==> src/rtl/rv32i_lsu.sv <==
// RV32I load/store unit: turns one core LOAD/STORE into a word-aligned, byte-enabled
// valid/ready bus transaction and returns a registered writeback response. Optional: LSU_TIMEOUT_EN.
module rv32i_lsu #(
    parameter int width   = 32,
    parameter int TIMEOUT = 16
) (
    input  logic             CLK,
    input  logic             reset_,
    input  logic             req_valid,
    output logic             req_ready,
    input  logic             req_we,
    input  logic [2:0]       req_funct3,
    input  logic [width-1:0] req_addr,
    input  logic [width-1:0] req_wdata,
    input  logic [4:0]       req_rd,
    output logic             rsp_valid,
    output logic             rsp_we,
    output logic [4:0]       rsp_rd,
    output logic [width-1:0] rsp_data,
    output logic             rsp_err,
    output logic             mem_valid,
    input  logic             mem_ready,
    output logic             mem_we,
    output logic [3:0]       mem_be,
    output logic [width-1:0] mem_addr,
    output logic [width-1:0] mem_wdata,
    input  logic             mem_rvalid,
    input  logic [width-1:0] mem_rdata
);

    typedef enum logic [1:0] {IDLE, REQ, WAIT, DONE} state_t;

    state_t             state, next_state;
    logic               we_q;
    logic [2:0]         funct3_q;
    logic [width-1:0]   addr_q;
    logic [width-1:0]   wdata_q;
    logic [4:0]         rd_q;
    logic               err_q;
    logic [width-1:0]   data_q;
    logic               req_illegal;
    logic               req_misaligned;
    logic               tmo_hit;
    logic [7:0]         ld_byte;
    logic [15:0]        ld_half;
    logic [width-1:0]   ld_ext;

    // Rejected requests never reach the bus; they go straight to an error response.
    always_comb begin
        req_illegal    = req_we ? (req_funct3[2] || req_funct3[1:0] == 2'b11)
                                : (req_funct3 == 3'b011 || req_funct3[2:1] == 2'b11);
        req_misaligned = 1'b0;
        case (req_funct3[1:0])
            2'b01:   req_misaligned = req_addr[0];
            2'b10:   req_misaligned = (req_addr[1:0] != 2'b00);
            default: req_misaligned = 1'b0;
        endcase
    end

`ifdef LSU_TIMEOUT_EN
    localparam int TMO_W = $clog2(TIMEOUT + 1);
    logic [TMO_W-1:0] tmo_cnt;

    always_ff @(posedge CLK or negedge reset_) begin
        if (!reset_)
            tmo_cnt <= '0;
        else if (state == IDLE)
            tmo_cnt <= '0;
        else if (state == REQ || state == WAIT)
            tmo_cnt <= tmo_cnt + 1'b1;
    end

    assign tmo_hit = (state == REQ || state == WAIT) && (tmo_cnt == TMO_W'(TIMEOUT - 1));
`else
    assign tmo_hit = 1'b0;
`endif

    always_comb begin
        ld_byte = mem_rdata[7:0];
        case (addr_q[1:0])
            2'b01:   ld_byte = mem_rdata[15:8];
            2'b10:   ld_byte = mem_rdata[23:16];
            2'b11:   ld_byte = mem_rdata[31:24];
            default: ld_byte = mem_rdata[7:0];
        endcase
        ld_half = addr_q[1] ? mem_rdata[31:16] : mem_rdata[15:0];
        case (funct3_q)
            3'b000:  ld_ext = {{24{ld_byte[7]}}, ld_byte};
            3'b001:  ld_ext = {{16{ld_half[15]}}, ld_half};
            3'b100:  ld_ext = {24'h0, ld_byte};
            3'b101:  ld_ext = {16'h0, ld_half};
            default: ld_ext = mem_rdata;
        endcase
    end

    always_ff @(posedge CLK or negedge reset_) begin
        if (!reset_)
            state <= IDLE;
        else
            state <= next_state;
    end

    always_comb begin
        next_state = state;
        case (state)
            IDLE: if (req_valid) next_state = (req_illegal || req_misaligned) ? DONE : REQ;
            REQ: begin
                if (mem_ready)    next_state = we_q ? DONE : WAIT;
                else if (tmo_hit) next_state = DONE;
            end
            WAIT: if (mem_rvalid || tmo_hit) next_state = DONE;
            DONE: next_state = IDLE;
            default: next_state = IDLE;
        endcase
    end

    // Request fields are captured once at acceptance; load data once in WAIT.
    always_ff @(posedge CLK or negedge reset_) begin
        if (!reset_) begin
            we_q     <= 1'b0;
            funct3_q <= 3'b0;
            addr_q   <= '0;
            wdata_q  <= '0;
            rd_q     <= 5'b0;
            err_q    <= 1'b0;
            data_q   <= '0;
        end else begin
            case (state)
                IDLE: if (req_valid) begin
                    we_q     <= req_we;
                    funct3_q <= req_funct3;
                    addr_q   <= req_addr;
                    wdata_q  <= req_wdata;
                    rd_q     <= req_rd;
                    err_q    <= req_illegal || req_misaligned;
                    data_q   <= '0;
                end
                REQ:  if (!mem_ready && tmo_hit) err_q <= 1'b1;
                WAIT: begin
                    if (mem_rvalid)   data_q <= ld_ext;
                    else if (tmo_hit) err_q  <= 1'b1;
                end
                default: ;
            endcase
        end
    end

    always_comb begin
        req_ready = (state == IDLE);
        mem_valid = 1'b0;
        mem_we    = 1'b0;
        mem_be    = 4'b0;
        mem_addr  = '0;
        mem_wdata = '0;
        rsp_valid = 1'b0;
        rsp_we    = 1'b0;
        rsp_rd    = 5'b0;
        rsp_data  = '0;
        rsp_err   = 1'b0;
        if (state == REQ) begin
            mem_valid = 1'b1;
            mem_we    = we_q;
            mem_addr  = {addr_q[width-1:2], 2'b00};
            case (funct3_q[1:0])
                2'b00: begin
                    mem_be    = 4'b0001 << addr_q[1:0];
                    mem_wdata = {4{wdata_q[7:0]}};
                end
                2'b01: begin
                    mem_be    = 4'b0011 << {addr_q[1], 1'b0};
                    mem_wdata = {2{wdata_q[15:0]}};
                end
                default: begin
                    mem_be    = 4'b1111;
                    mem_wdata = wdata_q;
                end
            endcase
        end
        if (state == DONE) begin
            rsp_valid = 1'b1;
            rsp_rd    = rd_q;
            rsp_err   = err_q;
            rsp_we    = !err_q && !we_q && (rd_q != 5'd0);
            rsp_data  = (!err_q && !we_q) ? data_q : '0;
        end
    end

endmodule

==> config.mk <==
export PLATFORM = sky130hd
export DESIGN_NAME = rv32i_lsu
export DESIGN_NICKNAME = d
export VERILOG_FILES = /design/src/rtl/rv32i_lsu.sv
export SDC_FILE = /design/constraint.sdc
export NUM_CORES = 1
export LEC_CHECK = 0
export CORE_AREA = 2 2 107 130
export DETAILED_ROUTE_END_ITERATION = 8
export DIE_AREA = 0 0 109 132
export PLACE_DENSITY = 0.85
export SLEW_MARGIN = 20
export SYNTH_ARGS = -nofsm -noshare
export SYNTH_HDL_FRONTEND = slang
export SYNTH_SLANG_ARGS = --single-unit
==> constraint.sdc <==
create_clock -name CLK -period 2.7 [get_ports CLK]
set_clock_uncertainty 0.15 [all_clocks]
set_input_delay 0.54 -clock CLK [delete_from_list [all_inputs] [get_ports CLK]]
set_output_delay 0.54 -clock CLK [all_outputs]
set_load 0.01 [all_outputs]
# After elaboration in Yosys (flattened, before gate mapping)
# Cells that the tools add are included.
dict set report totals {
  word_cells 71
  in_bits 110
  ff_bits 108
}
dict set report classes {
  n_eq_ne 18
  mux 27
  n_reduce_logical 16
  shifts 2
}
# cell n
set ops {}
lappend ops {{2-to-1 mux 32 bit} 6}
lappend ops {{case mux 32 bit (2 select lines)} 2}
lappend ops {{case mux 32 bit (4 select lines)} 1}
lappend ops {{case mux 8 bit (3 select lines)} 1}
lappend ops {{2-to-1 mux 16 bit} 1}
lappend ops {{equality test 2 bit (second input constant)} 7}
lappend ops {{equality test 2 x 1 -> 1 bit (second input constant)} 4}
lappend ops {{2-to-1 mux 2 bit} 4}
lappend ops {{case mux 2 bit (4 select lines)} 1}
lappend ops {{case mux 4 bit (2 select lines)} 1}
lappend ops {{2-to-1 mux 1 bit} 7}
lappend ops {{equality test 3 bit (second input constant)} 2}
lappend ops {{inequality test 2 bit (second input constant)} 3}
lappend ops {{AND reduction 3 bit} 2}
lappend ops {{2-to-1 mux 5 bit} 1}
lappend ops {{nonzero test 5 bit} 1}
lappend ops {{logical NOT 2 bit} 2}
lappend ops {{2-to-1 mux 4 bit} 1}
lappend ops {{nonzero test 2 bit} 2}
lappend ops {{left shift 1 x 2 -> 4 bit (first input constant)} 1}
lappend ops {{left shift 2 x 2 -> 4 bit (first input constant)} 1}
lappend ops {{equality test 3 x 1 -> 1 bit (second input constant)} 1}
lappend ops {{equality test 3 x 2 -> 1 bit (second input constant)} 1}
lappend ops {{logical NOT 3 bit} 1}
lappend ops {{5 further kinds} 9}

# Depth between registers and ports, before layout
dict set report depth {
  ltp_word 7
  depth_mapped 8
  ltp_nobuf 6
}

# Worst setup path after synthesis
# No wires, ideal clock.
dict set report synth_path {
  kind {register to register}
  from {register state[0]}
  to {register data_q[21]}
  period_less_slack_ns 2.159
  arrival_ns 1.883
  stages_incl_launch_ff 9
  slack_ns 0.541
  n_path_buf 2
  path_cell_list {dfrtp_1 inv_1 ha_1 nand2b_1 and3_4 and2_0 buf_2 buf_6 a221o_1}
}
dict set report synth_between {
  elab_chain_len 3
  word_cells_on_any_way 7
}
# item line
set synth_rtl {}
lappend synth_rtl {{start, declared} 33} ;# state_t state, next_state;
lappend synth_rtl {{start signal, assigned} 100} ;# state <= next_state;
lappend synth_rtl {{logical NOT 2 bit (*)} n/a}
lappend synth_rtl {{net req_ready} 10} ;# output logic req_ready,
lappend synth_rtl {{inequality test 2 bit (no source line) or nonzero test 2 bit (tied branches)} n/a}
lappend synth_rtl {{AND reduction 3 bit (no source line)} n/a}
lappend synth_rtl {{end signal, assigned} 140} ;# if (mem_rvalid) data_q <= ld_ext;
lappend synth_rtl {{end, declared} 40} ;# logic [width-1:0] data_q;
# The timed path passes the listed nets; every way through them passes the cells marked *.
# A chain may end at the register's enable or synchronous reset.

# Worst setup path after layout
dict set report layout_path {
  from {register state[1]}
  to {output rsp_data[19]}
}
dict set report layout_between {
  elab_chain_len 2
}
# item line
set layout_rtl {}
lappend layout_rtl {{equality test 2 bit} 179} ;# if (state == DONE) begin
lappend layout_rtl {{2-to-1 mux 32 bit} 179}
lappend layout_rtl {{end, declared} 19} ;# output logic [width-1:0] rsp_data,
# Every way passes these cells.

==> results.txt <==
The final reports fail on negative setup slack. The first-iteration detailed-routing DRC count came out at 191. The congestion estimate from routability-driven global placement came to 0.9991. Dividing total power by cell area gives a power density of 1067 mW/mm^2. The signal on the critical path passes through ha_1 -> nor3b_4 -> buf_4 -> buf_16 -> and2_1 -> clkdlybuf4s50_1. The sequential element share of the synthesized area came out at a little under half. The post-route worst setup slack came out at -0.06238 ns. sky130_fd_sc_hd__dfrtp_1 takes more of the synthesized area than any other cell.

The later-pin clock latency in the skew report came out at 0.35 ns. From bottom edge to top edge, the die measures between 100 and 150 um. Dividing the final minimum period by the clock period gives 102.3%. The required time of the critical path came out at 2.01 ns. For this run the aggregate overflow at the end of global routing stands at 0. The number of antenna cells inserted is 0. The worst setup path is of the reg -> out kind.

The tool flagged a number of max-cap violations equal to 0. The startpoint type of the worst setup path is a register. Entering global routing, the biggest net connects between 50 and 60 pins.

Ranked by total cell area, the synthesized netlist is headed by sky130_fd_sc_hd__dfrtp_1 47%, sky130_fd_sc_hd__mux2_2 14%, sky130_fd_sc_hd__and2_1 9.2%, sky130_fd_sc_hd__a221o_1 3.1%, sky130_fd_sc_hd__nand2_1 2.9%. The total DRC errors in the routed layout came out at 0. The longest individual stage delay on the worst path is 0.52 ns. The first detailed-routing pass took 7 iterations. Overall power consumption after layout is estimated at approximately 0.0094 W. The number of enable flip-flop cells after synthesis is 0. The via count of the routed design is 5081. The vias per cell came out at ~5.5.

The worst IR drop on VDD is 0.0007444 V. Of the post-synthesis cell area, the dominant cell type holds around 47%. The wire length of the first global-routing pass came out at about 28 mm. The number of CTS-inserted buffers is 9. The fraction of registers with async set/reset is 100.0%. The flow ran to the end, but the final reports show violations. Clock tree synthesis selected as its root buffer the cell sky130_fd_sc_hd__clkbuf_16. The worst setup slack before clock tree synthesis came out at roughly 0.25 ns. The critical path endpoint category is an output pin. approximately 220 I/O pins were placed. The area of the core is ~0.013 mm^2. The slowest stage of the critical path belongs to the cell sky130_fd_sc_hd__clkdlybuf4s50_1. The net count of the finished layout is 874. After synthesis the cells add up to between 0.005 and 0.006 mm^2. The floorplan die area came out at 0.01439 mm^2. The number of synthesized register bits is between 100 and 150. The final routed wire length divided by cell count is 19.90 um. The placement row count is 46. Summed over all cells, the static leakage comes to about 4.8 nW. The count of pins over their slew limit came out at 0.

The worst path in the final design needs a cycle of 2.762 ns, including I/O delays and setup. At the worst endpoint, the arrival time is 2.07 ns. The total non-filler cell area in the finished layout came out at 0.008797 mm^2. The class of the worst hold path is in -> async. The effective utilization at floorplan came out at 44.40%. Of the cells placed in the final design, the portion with a size suffix greater than 1 is 17.59%. The clock-pin slew on the worst setup and hold paths came out at roughly 0.08 ns.

The number of sinks on the clock net is 108. The post-route worst hold slack is 0.06577 ns. The TritonCTS clock tree is done. In this run, distinct cell masters in the synthesized netlist total between 40 and 50. The half-perimeter wire length of the detailed placement result came out at 13.10 mm. The mean area per synthesized cell came out at 10.76 um^2. Buffers placed on the I/O ports in this run total 218. The horizontal die dimension is approximately 110 um.

At the pin with the least slew margin, the transition time is around 0.64 ns. The maximum root-to-sink buffer count came out at 2. The number of endpoints with negative hold slack in the final report is 0. The number of antenna violations at the first check in global routing is 0. The via count of the first global-routing pass is between 5000 and 6000. The number of levels in the clock H-tree is 3. The dominant synthesized flop cell is sky130_fd_sc_hd__dfrtp_1. The count of antenna-violating nets left after detailed routing is 0. Setup violations remaining at the end of the flow were counted as 4. The area growth from synthesis to final layout came out at 51.66%.

Setup repair after global routing could not meet its margin everywhere. The worst max-slew margin expressed relative to the limit came out at 57.28%. The area after detailed placement came out at 0.008224 mm^2. The final wirelength is about 19 mm. The maximum achievable frequency is 362.0 MHz. The top fanout value on the critical path came out at 16. The post-synthesis instance total is ~540. The synthesis warning total is 0. The total global routing track utilization is around a quarter.
## power by group
group / internal (W) / switching (W) / total [W]
Combinational: 0.00261 / 0.00232 / 0.00493
Clock: 0.000846 / 0.000639 / 0.00149
Sequential: 0.00240 / 0.000566 / 0.00297
Total: 0.00586 / 0.00353 / 0.00939
## per-stage QoR
step,TNS [ns],cells,util (%)
3_3_place_gp,0,907,62.95
4_1_cts,-0.5134,929,66.03
3_5_place_dp,0,907,62.95
6_report,-0.2259,930,67.33
2_1_floorplan,0,540,-
5_1_grt,-0.5904,930,67.33
## critical path: cells and delay by family (launching register included)
kind,cells,cell delay (ns)
and+or+nand+nor,2,0.32
buffers and inverters,3,0.82
adders and majority gates,1,0.19
DFF,1,0.39
## layout by cell type, fill, tap and decap left out, drive strengths merged, types with 16 or more instances in the layout
master / synthesis / layout
o21ai: 36 / 36
nand2: 45 / 45
buf: 20 / 30
mux2i: 16 / 16
dlymetal6s2s: 0 / 61
a221o: 18 / 18
mux2: 74 / 74
nor2b: 18 / 18
clkdlybuf4s50: 0 / 121
dfrtp: 108 / 108
and2: 86 / 86
dlygate4sd2: 0 / 35
## worst paths after layout
path / start / end / cells after the start / slack, ns
min in group CLK: data_q[12] / data_q[12] / 2 / 0.33
max in group asynchronous: reset_ / addr_q[14] / 2 / 1.56
max reg2reg: state[0] / data_q[24] / 8 / 0.38
min reg2reg: data_q[12] / data_q[12] / 2 / 0.33
max: state[1] / rsp_data[19] / 6 / -0.06
min: reset_ / funct3_q[1] / 1 / 0.07
## cells by family after synthesis
family | Yosys count | synth area share [%]
other | 1 | 0.06465
adder cells (fa/ha/maj) | 7 | 1.510
AO/OA/AOI/OAI | 95 | 11.93
buffers and inverters | 47 | 4.077
flip-flops | 108 | 46.59
multiplexers | 91 | 17.64
AND/OR/NAND/NOR | 190 | 18.18
## per-layer routing
layer | routed length, um | track usage [%]
met1 | 6879 | 29.13
met2 | 9061 | 42.06
met3 | 1725 | 6.920
met4 | 838 | 13.96
met5 | 0 | 0
## synthesized netlist by cell type (all sizes together) (13+ instances only)
cell	count
buf	20
a221o	18
nand2	45
nor2b	18
o21ai	36
dfrtp	108
mux2i	16
nor2	13
clkbuf	21
mux2	74
and2	86
## sequential cells by signal, summed over array words and instances (netlist names)
| name | cells |
|---|---|
| err_q | 1 |
| rd_q | 5 |
| funct3_q | 3 |
| data_q | 32 |
| wdata_q | 32 |
| state | 2 |
| addr_q | 32 |
| we_q | 1 |
## area by class of cell
cell class	instances	area (um^2)
tap	168	210.2
timing repair buffer	247	2624
fill	976	4268
clock inverter	6	92.59
sequential	108	2704
clock buffer	10	239.0
inverter	6	22.52
multi-input combinational	385	2905
## repair_timing
action / in CTS / in global routing
buffers inserted: 4 / 1
gates cloned: 2 / 0
gates resized for setup: 46 / 64
hold buffers: 0 / 0
setup endpoints to repair: 90 / 33
(Power assumes the default switching activity.)
